**src/rtl/bcrypt_pkg.sv**
```systemverilog
// Shared definitions for the EksBlowfish sequencer and the datapath decoder.
package bcrypt_pkg;

  typedef enum logic [2:0] {
    OP_INIT   = 3'd0,
    OP_EXP_SK = 3'd1,
    OP_EXP_K  = 3'd2,
    OP_EXP_S  = 3'd3,
    OP_ENC    = 3'd4
  } op_e;

  typedef enum logic [2:0] {
    ST_IDLE,
    ST_INIT,
    ST_EXP_SK,
    ST_EXP_K,
    ST_EXP_S,
    ST_ENC,
    ST_FIN
  } seq_state_e;

  localparam int BF_CTEXT_WORDS        = 6;
  localparam int BF_DEFAULT_ENC_ROUNDS = 64;

  // Command each command-issuing state offers to the datapath.
  function automatic op_e state_op(input seq_state_e s);
    case (s)
      ST_INIT:   return OP_INIT;
      ST_EXP_SK: return OP_EXP_SK;
      ST_EXP_K:  return OP_EXP_K;
      ST_EXP_S:  return OP_EXP_S;
      ST_ENC:    return OP_ENC;
      default:   return OP_INIT;
    endcase
  endfunction

endpackage

```
**src/rtl/bcrypt_iter_cnt.sv**
```systemverilog
// Cost-loop counter: counts completed key/salt expansion pairs and flags,
// one cycle ahead, that the next increment reaches 2^cost.
module bcrypt_iter_cnt
  import bcrypt_pkg::*;
(
  input  logic        clk,
  input  logic        rst_l,
  input  logic        clr,
  input  logic [4:0]  clr_cost,
  input  logic        inc,
  output logic [31:0] count,
  output logic        hit
);

  logic [31:0] target;

  // Clear latches the new target; hit always reflects count+1 == target.
  always_ff @(posedge clk) begin
    if (!rst_l) begin
      count  <= '0;
      target <= '0;
      hit    <= 1'b0;
    end else if (clr) begin
      count  <= '0;
      target <= 32'd1 << clr_cost;
      hit    <= (clr_cost == 5'd0);
    end else if (inc) begin
      count  <= count + 32'd1;
      hit    <= ((count + 32'd2) == target);
    end
  end

endmodule

```
**src/rtl/bcrypt_phase_seq.sv**
```systemverilog
// EksBlowfish phase sequencer: walks the datapath through init, salted
// expansion, 2^cost key/salt expansion pairs and the ciphertext encryptions,
// one command at a time over a valid/ready handshake.
module bcrypt_phase_seq
  import bcrypt_pkg::*;
#(
  parameter int ENC_ROUNDS = BF_DEFAULT_ENC_ROUNDS,
  parameter int MIN_COST   = 4,
  parameter int MAX_COST   = 31
) (
  input  logic        clk,
  input  logic        rst_l,
  input  logic        start,
  input  logic [5:0]  cost,
  input  logic        abort,
  output logic        cmd_valid,
  output op_e         cmd_op,
  input  logic        cmd_ready,
  input  logic        cmd_done,
  output logic        busy,
  output logic        done,
  output logic        cost_err,
  output logic [31:0] iter_cnt,
  output logic [6:0]  enc_cnt
);

  localparam logic [6:0] ENC_LAST = 7'(ENC_ROUNDS);

  seq_state_e state;
  seq_state_e next_state;
  logic       issued;
  logic       cost_ok;
  logic       iter_clr;
  logic       iter_inc;
  logic       iter_hit;
  logic       enc_last;

  assign cost_ok  = (cost >= 6'(MIN_COST)) && (cost <= 6'(MAX_COST));
  assign iter_clr = !abort && (state == ST_IDLE) && start && cost_ok;
  assign iter_inc = !abort && (state == ST_EXP_S) && issued && cmd_done;
  assign enc_last = ((enc_cnt + 7'd1) == ENC_LAST);

  bcrypt_iter_cnt u_iter_cnt (
    .clk      (clk),
    .rst_l    (rst_l),
    .clr      (iter_clr),
    .clr_cost (cost[4:0]),
    .inc      (iter_inc),
    .count    (iter_cnt),
    .hit      (iter_hit)
  );

  // Where a command-issuing state goes once its command completes.
  always_comb begin
    next_state = ST_IDLE;
    case (state)
      ST_INIT:   next_state = ST_EXP_SK;
      ST_EXP_SK: next_state = ST_EXP_K;
      ST_EXP_K:  next_state = ST_EXP_S;
      ST_EXP_S:  next_state = iter_hit ? ST_ENC : ST_EXP_K;
      ST_ENC:    next_state = enc_last ? ST_FIN : ST_ENC;
      default:   next_state = ST_IDLE;
    endcase
  end

  // Sequencer FSM with registered handshake and status outputs; abort wins
  // over everything except reset and leaves the counters untouched.
  always_ff @(posedge clk) begin
    if (!rst_l) begin
      state     <= ST_IDLE;
      issued    <= 1'b0;
      cmd_valid <= 1'b0;
      cmd_op    <= OP_INIT;
      busy      <= 1'b0;
      done      <= 1'b0;
      cost_err  <= 1'b0;
      enc_cnt   <= '0;
    end else begin
      done     <= 1'b0;
      cost_err <= 1'b0;
      if (abort) begin
        state     <= ST_IDLE;
        issued    <= 1'b0;
        cmd_valid <= 1'b0;
        busy      <= 1'b0;
      end else begin
        case (state)
          ST_IDLE: begin
            if (start) begin
              if (cost_ok) begin
                state     <= ST_INIT;
                issued    <= 1'b0;
                cmd_valid <= 1'b1;
                cmd_op    <= OP_INIT;
                busy      <= 1'b1;
                enc_cnt   <= '0;
              end else begin
                cost_err <= 1'b1;
              end
            end
          end
          ST_FIN: begin
            state <= ST_IDLE;
            busy  <= 1'b0;
          end
          default: begin
            if (!issued) begin
              if (cmd_valid && cmd_ready) begin
                cmd_valid <= 1'b0;
                issued    <= 1'b1;
              end
            end else if (cmd_done) begin
              issued <= 1'b0;
              state  <= next_state;
              if (state == ST_ENC) begin
                enc_cnt <= enc_cnt + 7'd1;
              end
              if (next_state == ST_FIN) begin
                cmd_valid <= 1'b0;
                done      <= 1'b1;
              end else begin
                cmd_valid <= 1'b1;
                cmd_op    <= state_op(next_state);
              end
            end
          end
        endcase
      end
    end
  end

endmodule

```
**config.mk**
```make
export PLATFORM = sky130hd
export DESIGN_NAME = bcrypt_phase_seq
export DESIGN_NICKNAME = d
export VERILOG_FILES = /design/src/rtl/bcrypt_pkg.sv /design/src/rtl/bcrypt_iter_cnt.sv /design/src/rtl/bcrypt_phase_seq.sv
export SDC_FILE = /design/constraint.sdc
export NUM_CORES = 1
export LEC_CHECK = 0
export BUFFER_PORTS_ARGS = -buffer_cell sky130_fd_sc_hd__buf_2
export CAP_MARGIN = 5
export CORE_MARGIN = 8
export CORE_UTILIZATION = 35
export CTS_CLUSTER_DIAMETER = 40
export DETAILED_ROUTE_END_ITERATION = 16
export PLACE_DENSITY = 0.63
export SETUP_SLACK_MARGIN = 0.2
export SLEW_MARGIN = 20
export SYNTH_ARGS = -nofsm -noshare
export SYNTH_HDL_FRONTEND = slang
export SYNTH_HIERARCHICAL = 1
export SYNTH_SLANG_ARGS = --single-unit
```
**constraint.sdc**
```tcl
create_clock -name clk -period 3.7 [get_ports clk]
set_input_delay 0.74 -clock clk [delete_from_list [all_inputs] [get_ports clk]]
set_output_delay 0.74 -clock clk [all_outputs]
set_load 0.01 [all_outputs]
```
**Yosys cells after proc, flatten, opt, wreduce, memory -nomap -nowiden**

Cells that the tools add are included.

- Register bits: 83
- Input bits: 12
- Output and inout port bits: 46
- Logic and storage cells: 109

- $add $sub $neg: 3
- Order comparisons: 2
- Equality and inequality tests: 17
- Shift-type cells: 1
- Multiplexer cells: 39
- Bitwise operators: 7
- Reduce and logical (&&, ||, !) cells: 29

Operator list:

| kind | count |
|---|---|
| two-way mux 7 bit | 5 |
| adder 32 x 1 -> 32 bit, second input constant | 1 |
| adder 32 x 2 -> 32 bit, second input constant | 1 |
| == test 32 bit | 1 |
| left shift 1 x 5 -> 32 bit, first input constant | 1 |
| two-way mux 3 bit | 10 |
| == test 3 bit, second input constant | 6 |
| two-way mux 1 bit | 15 |
| one-hot mux 3 bit (5 select lines) | 1 |
| one-hot mux 7 bit (2 select lines) | 1 |
| AND reduction 7 bit | 2 |
| == test 3 x 2 -> 1 bit, second input constant | 4 |
| one-hot mux 3 bit (2 select lines) | 2 |
| one-hot mux 3 bit (4 select lines) | 1 |
| nonzero test 2 bit | 5 |
| nonzero test 3 bit | 3 |
| logical AND 1 bit | 8 |
| adder 7 x 1 -> 7 bit, second input constant | 1 |
| == test 7 bit, second input constant | 1 |
| inverter 1 bit | 7 |
| >= comparator 6 x 3 -> 1 bit, second input constant | 1 |
| <= comparator 6 x 5 -> 1 bit, second input constant | 1 |
| inequality test 2 bit, second input constant | 3 |
| one-hot mux 1 bit (2 select lines) | 3 |
| 12 further kinds | 14 |

**Depth between registers and ports, before layout**

Gate-level depths: netlist of the first run.

- Word-level depth: 10
- Gate-level depth with buffers: 13

**Cells and area by module**

Netlist of the first run, hierarchy kept.

By module, submodules not included:

| module | times used | cells each | area an instance (um^2) | sequential area each (um^2) |
|---|---|---|---|---|
| bcrypt_iter_cnt | 1 | 417 | 3614.7 | 1301.2 |
| bcrypt_phase_seq | 1 | 153 | 1188.6 | 360.3 |

**Worst setup path before layout of the first run**

No wires, ideal clock.

- Path kind: input port to flip-flop
- Start: input cmd_done
- End: register u_iter_cnt.count[28]
- Library setup time: 0.128 ns
- Arrival: 2.651 ns
- Required time: 3.572 ns
- Path slack: 0.922 ns
- Stages: 10
- Path through: and2_0 nand2b_1 nor3_1 nand2_1 or2_2 clkbuf_1 nor4_1 nand3_1 xor2_1 nor2_1

- Longest elaborated chain between the ends: 1

Ends and longest elaborated chain:

| what | RTL line | RTL |
|---|---|---|
| start, declared | bcrypt_phase_seq.sv:19 | `input logic cmd_done,` |
| logical AND 1 bit | bcrypt_phase_seq.sv:40 | `assign iter_inc = !abort && (state == ST_EXP_S) && issued && cmd_done;` |
| via iter_inc | bcrypt_phase_seq.sv:34 | `logic iter_inc;` |
| end signal, assigned | bcrypt_iter_cnt.sv:28 | `count <= count + 32'd1;` |
| end, declared | bcrypt_iter_cnt.sv:11 | `output logic [31:0] count,` |

The timed path passes the listed nets, and every way through them passes these cells.
A chain may end at the register's enable or synchronous reset.

**Worst setup path after layout of the first run**

- Start: register u_iter_cnt.count[1]
- End: register u_iter_cnt.hit

- Longest elaborated chain between the ends: 4

Ends and longest elaborated chain:

| what | RTL line | RTL |
|---|---|---|
| adder 32 x 2 -> 32 bit | bcrypt_iter_cnt.sv:29 | `hit <= ((count + 32'd2) == target);` |
| == test 32 bit | bcrypt_iter_cnt.sv:29 |  |
| two-way mux 1 bit | bcrypt_iter_cnt.sv:27 | `end else if (inc) begin` |
| two-way mux 1 bit | bcrypt_iter_cnt.sv:23 | `end else if (clr) begin` |
| end signal, assigned | bcrypt_iter_cnt.sv:26 | `hit <= (clr_cost == 5'd0);` |
| end signal, assigned | bcrypt_iter_cnt.sv:29 |  |
| end, declared | bcrypt_iter_cnt.sv:12 | `output logic hit` |

No other way between the ends. The select of a mux whose other input is x is not followed.

==> results by group, run 1 <==
STA
  • Worst-Margin Slew: 0.696 ns
  • Slew HR: 0.535
  • Worst setup margin: 0.753 ns
  • Tcrit/Tclk final: 0.796
  • Setup-failing EPs final: 0
  • Final Slew Violations: 0
  • Fin crit period: 2.95 ns
  • RSZ-0062 raised after global routing: false
  • Final hold slack: 0.484 ns
  • Total negative setup slack: 0 ns
  • Fmax achieved: 339 MHz
  • Fin. Hold Viols: 0
  • Clk_skew: 0.00787 ns

Synthesis
  • Syn avg cell area: 8.43 sq um
  • Post-synth EDFFs: 0
  • Post-synth top area cell: dfxtp_1
  • Synth cell types: 73
  • Syn nets: 586
  • Asr flop ratio synth: 0
  • Top post-synthesis cells by area: dfxtp_1 (35%), xnor2_1 (6.9%), xor2_1 (6.7%)
  • Post-synth top area share: 0.346
  • Ys flop type: dfxtp_1
  • Gate Count Post-Synth: 570
  • Register area share after synthesis: 0.346
  • Yosys warnings: 6
  • Post-synthesis cell area: 4800 sq um
  • Number of synthesized register bits: 83

Floorplan
  • Die W: around 130 microns
  • Num ports: 58
  • Chip height: 133 microns
  • Core area: 13700 sq um
  • Row count: 43
  • Initial Util: 0.351
  • DIE AREA: 17700 sq um

Detailed routing
  • Via-per-instance ratio: 5.45
  • Max layer used: met4
  • Met2 Wirelength: 6020 microns
  • Met3 WL: about 820 microns
  • DRC viols: 0
  • Vias post-DR: 4345
  • M1 wire length: 6180 microns
  • Final WL: 13300 microns
  • Wirelength per Cell: 16.7 microns
  • DRT iter0 DRCs: 251
  • Number of routed nets with antenna violations: 0
  • First-pass detailed-route iteration total: 5

CTS
  • CTS clk-pin slew, worst paths: 0.07 ns
  • Clock Tree Root: clkbuf_16
  • Post-CTS Setup Inserts: 0
  • Count of clock tree sinks: 83
  • Post-CTS Hold Fix Bufs: 0
  • Num CTS Buffers: 9
  • Bufs on Longest Clock Path: 2
  • CTS tree: yes
  • Clk Latency, worst-skew pair: 0.35 ns
  • Resized cells post-CTS: 0
  • H-tree depth: 3

Critical path
  • Crit end category: flop
  • R2r endpoint: u_iter_cnt/hit
  • Reg-to-reg critical path startpoint: u_iter_cnt/count[1]
  • Critical path peak fanout: 8
  • R2R setup slack: 0.75 ns
  • Cells on worst reg2reg path: 9
  • Max stage delay cell, worst path: or4_1
  • Crit-path most repeated cell: nand4_1
  • Worst EP required: 3.97 ns
  • Cell Chain, Critical Path: ha_1 > nand4_1 > nor4_2 > buf_4 > nand4_1 > xnor2_1 > o211ai_1 > or4_1 > o21ai_1
  • Max incr delay on CP: 0.57 ns
  • Critical path arrival: roughly 3.2 ns
  • Crit path kind: flop to flop
  • CP startpoint kind: flop

Power and ir drop
  • Clock share of power: 0.467
  • Max VDD drop: around 0.23 mV
  • Leak: between 2 and 2.5 nW
  • PwrDens: 333 nW/um^2
  • Logic pwr share: 0.039
  • Internal power: 0.00139 W
  • Sequential fraction of design power: 0.495
  • Switching Share: 0.234
  • Psw: 0.000424 W

Status
  • Status: finished clean

Worst hold path
  • Hold path startpoint: u_iter_cnt/target[0]
  • WHS Endpoint: u_iter_cnt/target[0]
  • Worst min-delay path class: flop to flop
  • Hold depth: 1

GRT
  • Total grt overflow: 0
  • Largest net degree at the start of global routing: 34
  • Vias in the first global route: 4261
  • First-pass GRT wire length: 22000 microns
  • Antenna violations before repair: 0
  • Tot GR Track Use: 0.152

Placed design
  • GP Congestion: between 0.9 and 1
  • DP HPWL: 9840 microns
  • Port Buffers: between 50 and 60
  • Inst Count DP: 780
  • Setup WS pre-CTS: 0.534 ns

Finish
  • Syn-to-layout area delta: 13.6%
  • Final core occ: 0.399
  • Fillcell total: 1427
  • Final instance count without filler cells: 797
  • Nets: 627
  • Layout cell share with drive strength beyond 1: 0.177
  • Area of the multi-input gates: 2890 sq um
  • Register Area: 1660 sq um

Job
  • Max-Cap Viols: 0
-- layout by cell type, fill, tap and decap left out, drive strengths merged, types with 3 or more instances in the layout --
master,instances
dfxtp,83
nor2,67
buf,66
nand2,47
xnor2,39
xor2,37
a22o,27
nand3,26
nand4,22
nor3,20
a21oi,20
o21ai,20
inv,12
clkbuf,11
and3,10
or3,9
nor4,9
nand2b,8
nor2b,8
o211ai,6
a31oi,6
and4,6
nand3b,4
ha,4
clkinvlp,4
o31ai,3
o2111ai,3
or4,3
and2,3
-- layer usage --
metal  track usage  vias up
li1              -     2125
met1         0.194     2069
met2         0.239      133
met3        0.0441       18
met4        0.0543        0
met5             0        -
-- synthesized netlist by cell type, types with 6 or more instances --
library cell,instances
dfxtp_1,83
nor2_1,65
nand2_1,47
xnor2_1,38
xor2_1,37
a22o_1,27
nand3_1,22
nand4_1,21
a21oi_1,20
nor3_1,20
o21ai_0,19
clkbuf_1,13
inv_1,11
buf_2,10
and3_1,8
nand2b_1,8
nor2b_1,8
or3_1,8
a31oi_1,6
nor4_1,6
o211ai_1,6
-- power groups by stage --
stage                     registers (W)  clock network, W   logic, W
after floorplan                0.000918                 0  0.0000445
after global placement         0.000918                 0  0.0000688
after detailed placement       0.000918                 0  0.0000701
after CTS                      0.000898          0.000876  0.0000705
after global routing           0.000898          0.000914  0.0000773
final                          0.000898          0.000847  0.0000701
-- critical path, delay by kind of cell, from the launching register on --
kind                     cells  cell delay (ns)
AO/OA/AOI/OAI                2             0.30
XOR/XNOR                     1             0.20
adder cells (fa/ha/maj)      1             0.37
buffers and inverters        1             0.19
flip-flops                   1             0.53
AND/OR/NAND/NOR              4             1.29
-- area by class of cell --
| type | instances | share of cell area |
|---|---|---|
| repair buffers | 66 | 0.0647 |
| clock buffers | 11 | 0.0445 |
| well taps | 180 | 0.0413 |
| clock inverters | 5 | 0.00711 |
| flip-flops and latches | 83 | 0.305 |
| diodes | 1 | 0.000459 |
| multi-input cells | 439 | 0.529 |
| inverters | 12 | 0.00825 |
-- metrics by stage --
stage | power (W) | cell area, sq um
6_report | 0.00182 | 5460
5_1_grt | 0.00189 | 5450
4_1_cts | 0.00184 | 5450
3_5_place_dp | 0.000988 | 5170
3_3_place_gp | 0.000987 | 5170
2_1_floorplan | 0.000963 | 4800
-- how the worst max path moves through the flow --
stage                              from              endpoint  slack [ns]  cells after the start
floorplan                      cmd_done  u_iter_cnt/count[28]        0.92                     10
global placement               cmd_done  u_iter_cnt/count[30]        0.61                     10
detailed placement              cost[4]        u_iter_cnt/hit        0.53                     10
CTS                 u_iter_cnt/count[1]        u_iter_cnt/hit        0.75                      9
global route                   state[2]  u_iter_cnt/count[30]        0.58                      8
finish              u_iter_cnt/count[1]        u_iter_cnt/hit        0.75                      9
-- state kept, by name, summed over array words and instances (netlist names), 3 cells and up --
name / count
enc_cnt: 7
u_iter_cnt/count: 32
cmd_op: 3
state: 3
u_iter_cnt/target: 32
-- cell families (layout without fill, tap and decap cells) --
group                      Yosys count  count (layout)  share of synthesized area
DFF                                 83              83                      0.346
other                                0               1                          0
and+or+nand+nor                    249             249                      0.283
buffers and inverters               48              94                     0.0534
xor gates and xnor gates            76              76                      0.142
AOI/OAI and AO/OA                  107             107                      0.158
muxes                                3               3                    0.00729
adders and majority gates            4               4                     0.0104
Note: power is estimated with default switching activity, not from simulation.
==> run 2, diff against run 1 <==
- PLACE_DENSITY: 0.63 -> 0.64
- clock period: 3.7 -> 2.6 ns (I/O delays scaled with it)
==> results by group, run 2 (synthesis gave the netlist of run 1 again) <==
Status
  • Status: finished clean

STA
  • RSZ-0062 raised after global routing: true
  • Total negative setup slack: 0 ns
  • Fin. Hold Viols: 0
  • Fmax achieved: 417 MHz
  • Worst-Margin Slew: ~0.66 ns
  • Setup-failing EPs final: 0
  • Slew HR: 0.561
  • Tcrit/Tclk final: 0.921
  • Final hold slack: roughly 0.47 ns
  • Final Slew Violations: 0
  • Fin crit period: around 2.4 ns
  • Clk_skew: 0.0106 ns

GRT
  • Vias in the first global route: 4396
  • Largest net degree at the start of global routing: 34
  • Total grt overflow: 0
  • Antenna violations before repair: 1
  • Tot GR Track Use: 0.157
  • First-pass GRT wire length: 22700 microns

Power and ir drop
  • Clock share of power: 0.530
  • Logic pwr share: 0.038
  • Max VDD drop: roughly 0.31 mV
  • PwrDens: approximately 490 nW/um^2
  • Psw: roughly 0.00061 W
  • Switching Share: 0.205
  • Sequential fraction of design power: 0.432
  • Leak: 2.47 nW
  • Internal power: 0.00235 W

Detailed routing
  • Final WL: 14000 microns
  • First-pass detailed-route iteration total: 4
  • DRT iter0 DRCs: around 250
  • Number of routed nets with antenna violations: 0
  • DRC viols: 0
  • Via-per-instance ratio: ~5.3
  • Wirelength per Cell: 16.4 microns
  • Vias post-DR: ~4500

Finish
  • Commonest non-fill, non-tap cells in the layout: dfxtp_1 (79), nor2_1 (65), buf_4 (62), buf_2 (57), nand2_1 (47)
  • Layout cell share with drive strength beyond 1: 0.269
  • Area of the multi-input gates: around 3000 sq um
  • Register Area: 1670 sq um
  • Largest regs: u_iter_cnt/count x32, u_iter_cnt/target x32, enc_cnt x7
  • Final instance area: between 6000 and 7000 sq um
  • Commonest non-fill, non-tap cell in the layout: dfxtp_1
  • Fillcell total: about 1400
  • Nets: 681
  • Syn-to-layout area delta: 26.1%

Floorplan
  • Die W: 133 microns
  • Core area: between 10000 and 15000 sq um
  • Chip height: 133 microns
  • Initial Util: 0.351
  • DIE AREA: around 18000 sq um
  • Num ports: 58
  • Row count: 43

Critical path
  • Crit end category: flop
  • Max incr delay on CP: between 0.5 and 0.6 ns
  • Max stage delay cell, worst path: or4_4
  • Crit path kind: flop to flop
  • R2R setup slack: 0.20 ns
  • Critical path buffers and inverters: 0
  • Worst EP required: 2.88 ns
  • Cells on worst reg2reg path: 8
  • CP top delay family: simple AND/OR/NAND/NOR gates
  • Crit-path most repeated cell: nand4_1
  • R2r endpoint: u_iter_cnt/hit
  • Critical path arrival: 2.68 ns
  • Reg-to-reg critical path startpoint: u_iter_cnt/count[2]
  • CP startpoint kind: flop
  • Critical path peak fanout: 6
  • Cell Chain, Critical Path: ha_4 > nand4_1 > nor4_4 > nand4_1 > xnor2_1 > o211ai_1 > or4_4 > o21ai_1

CTS
  • CTS clk-pin slew, worst paths: 0.07 ns
  • Post-CTS Setup Inserts: 0
  • Clock Tree Root: clkbuf_16
  • Clk Latency, worst-skew pair: 0.35 ns
  • H-tree depth: 3
  • Bufs on Longest Clock Path: 2
  • Num CTS Buffers: 9
  • Count of clock tree sinks: 83
  • CTS tree: yes
  • Post-CTS Hold Fix Bufs: 0

Worst hold path
  • Hold path startpoint: start
  • Hold depth: 3
  • WHS Endpoint: cost_err
  • Worst min-delay path class: input pin to flop

Placed design
  • DP HPWL: 10800 microns
  • GP Congestion: around 0.94
  • Placed instance area: 5630 sq um
  • Port Buffers: 57

Job
  • Max-Cap Viols: 0
[run 2: worst max-delay path by stage]
stage,start,end,depth (start not counted)
5_1_grt,u_iter_cnt/count[8],u_iter_cnt/hit,8
6_report,u_iter_cnt/count[2],u_iter_cnt/hit,8
2_1_floorplan,cost[4],u_iter_cnt/hit,12
3_5_place_dp,cmd_done,u_iter_cnt/count[20],10
4_1_cts,u_iter_cnt/count[1],u_iter_cnt/hit,8
3_3_place_gp,cmd_done,u_iter_cnt/count[28],10
[run 2: worst register-to-register path, stage by stage (launching register included)]
cell and delay, ns:
dfxtp_2 0.36, ha_4 0.19, nand4_1 0.22, nor4_4 0.41
nand4_1 0.18, xnor2_1 0.17, o211ai_1 0.14, or4_4 0.55
o21ai_1 0.12
[run 2: power by group through the flow]
stage	Combinational, W	Clock, W	Sequential [W]
global route	0.000123	0.00166	0.00128
detailed placement	0.000111	0	0.00131
floorplan	0.0000649	0	0.00131
global placement	0.000111	0	0.00131
finish	0.000112	0.00157	0.00128
CTS	0.000111	0.00161	0.00128
[run 2: final cells by class]
| class | count | share of cell area |
|---|---|---|
| multi-input combinational | 439 | 0.493 |
| sequential | 83 | 0.275 |
| timing repair buffer | 120 | 0.127 |
| clock buffer | 9 | 0.0372 |
| tap | 180 | 0.0372 |
| clock inverter | 6 | 0.0227 |
| inverter | 12 | 0.00744 |
| antenna | 1 | 0.000413 |
[run 2: per-layer routing]
layer / vias up / global-route usage / part of all wire
li1: 2223 / - / -
met1: 2143 / 0.199 / 0.47
met2: 130 / 0.246 / 0.45
met3: 23 / 0.0463 / 0.059
met4: 2 / 0.0580 / 0.022
met5: - / 0 / 0.00093
[run 2: through the flow]
stage	power, W	util	cells	setup WS (ns)
3_5_place_dp	0.00142	0.412	834	-0.104
4_1_cts	0.00300	0.439	849	0.140
5_1_grt	0.00306	0.443	849	0.122
6_report	0.00296	0.443	850	0.205
3_3_place_gp	0.00142	0.412	834	-0.0399
2_1_floorplan	0.00137	-	570	0.182
[run 2: repair_timing]
item / 4_1_cts / 5_1_grt
setup endpoints to repair: 7 / 11
pin swaps: 1 / 8
resized for setup: 1 / 16
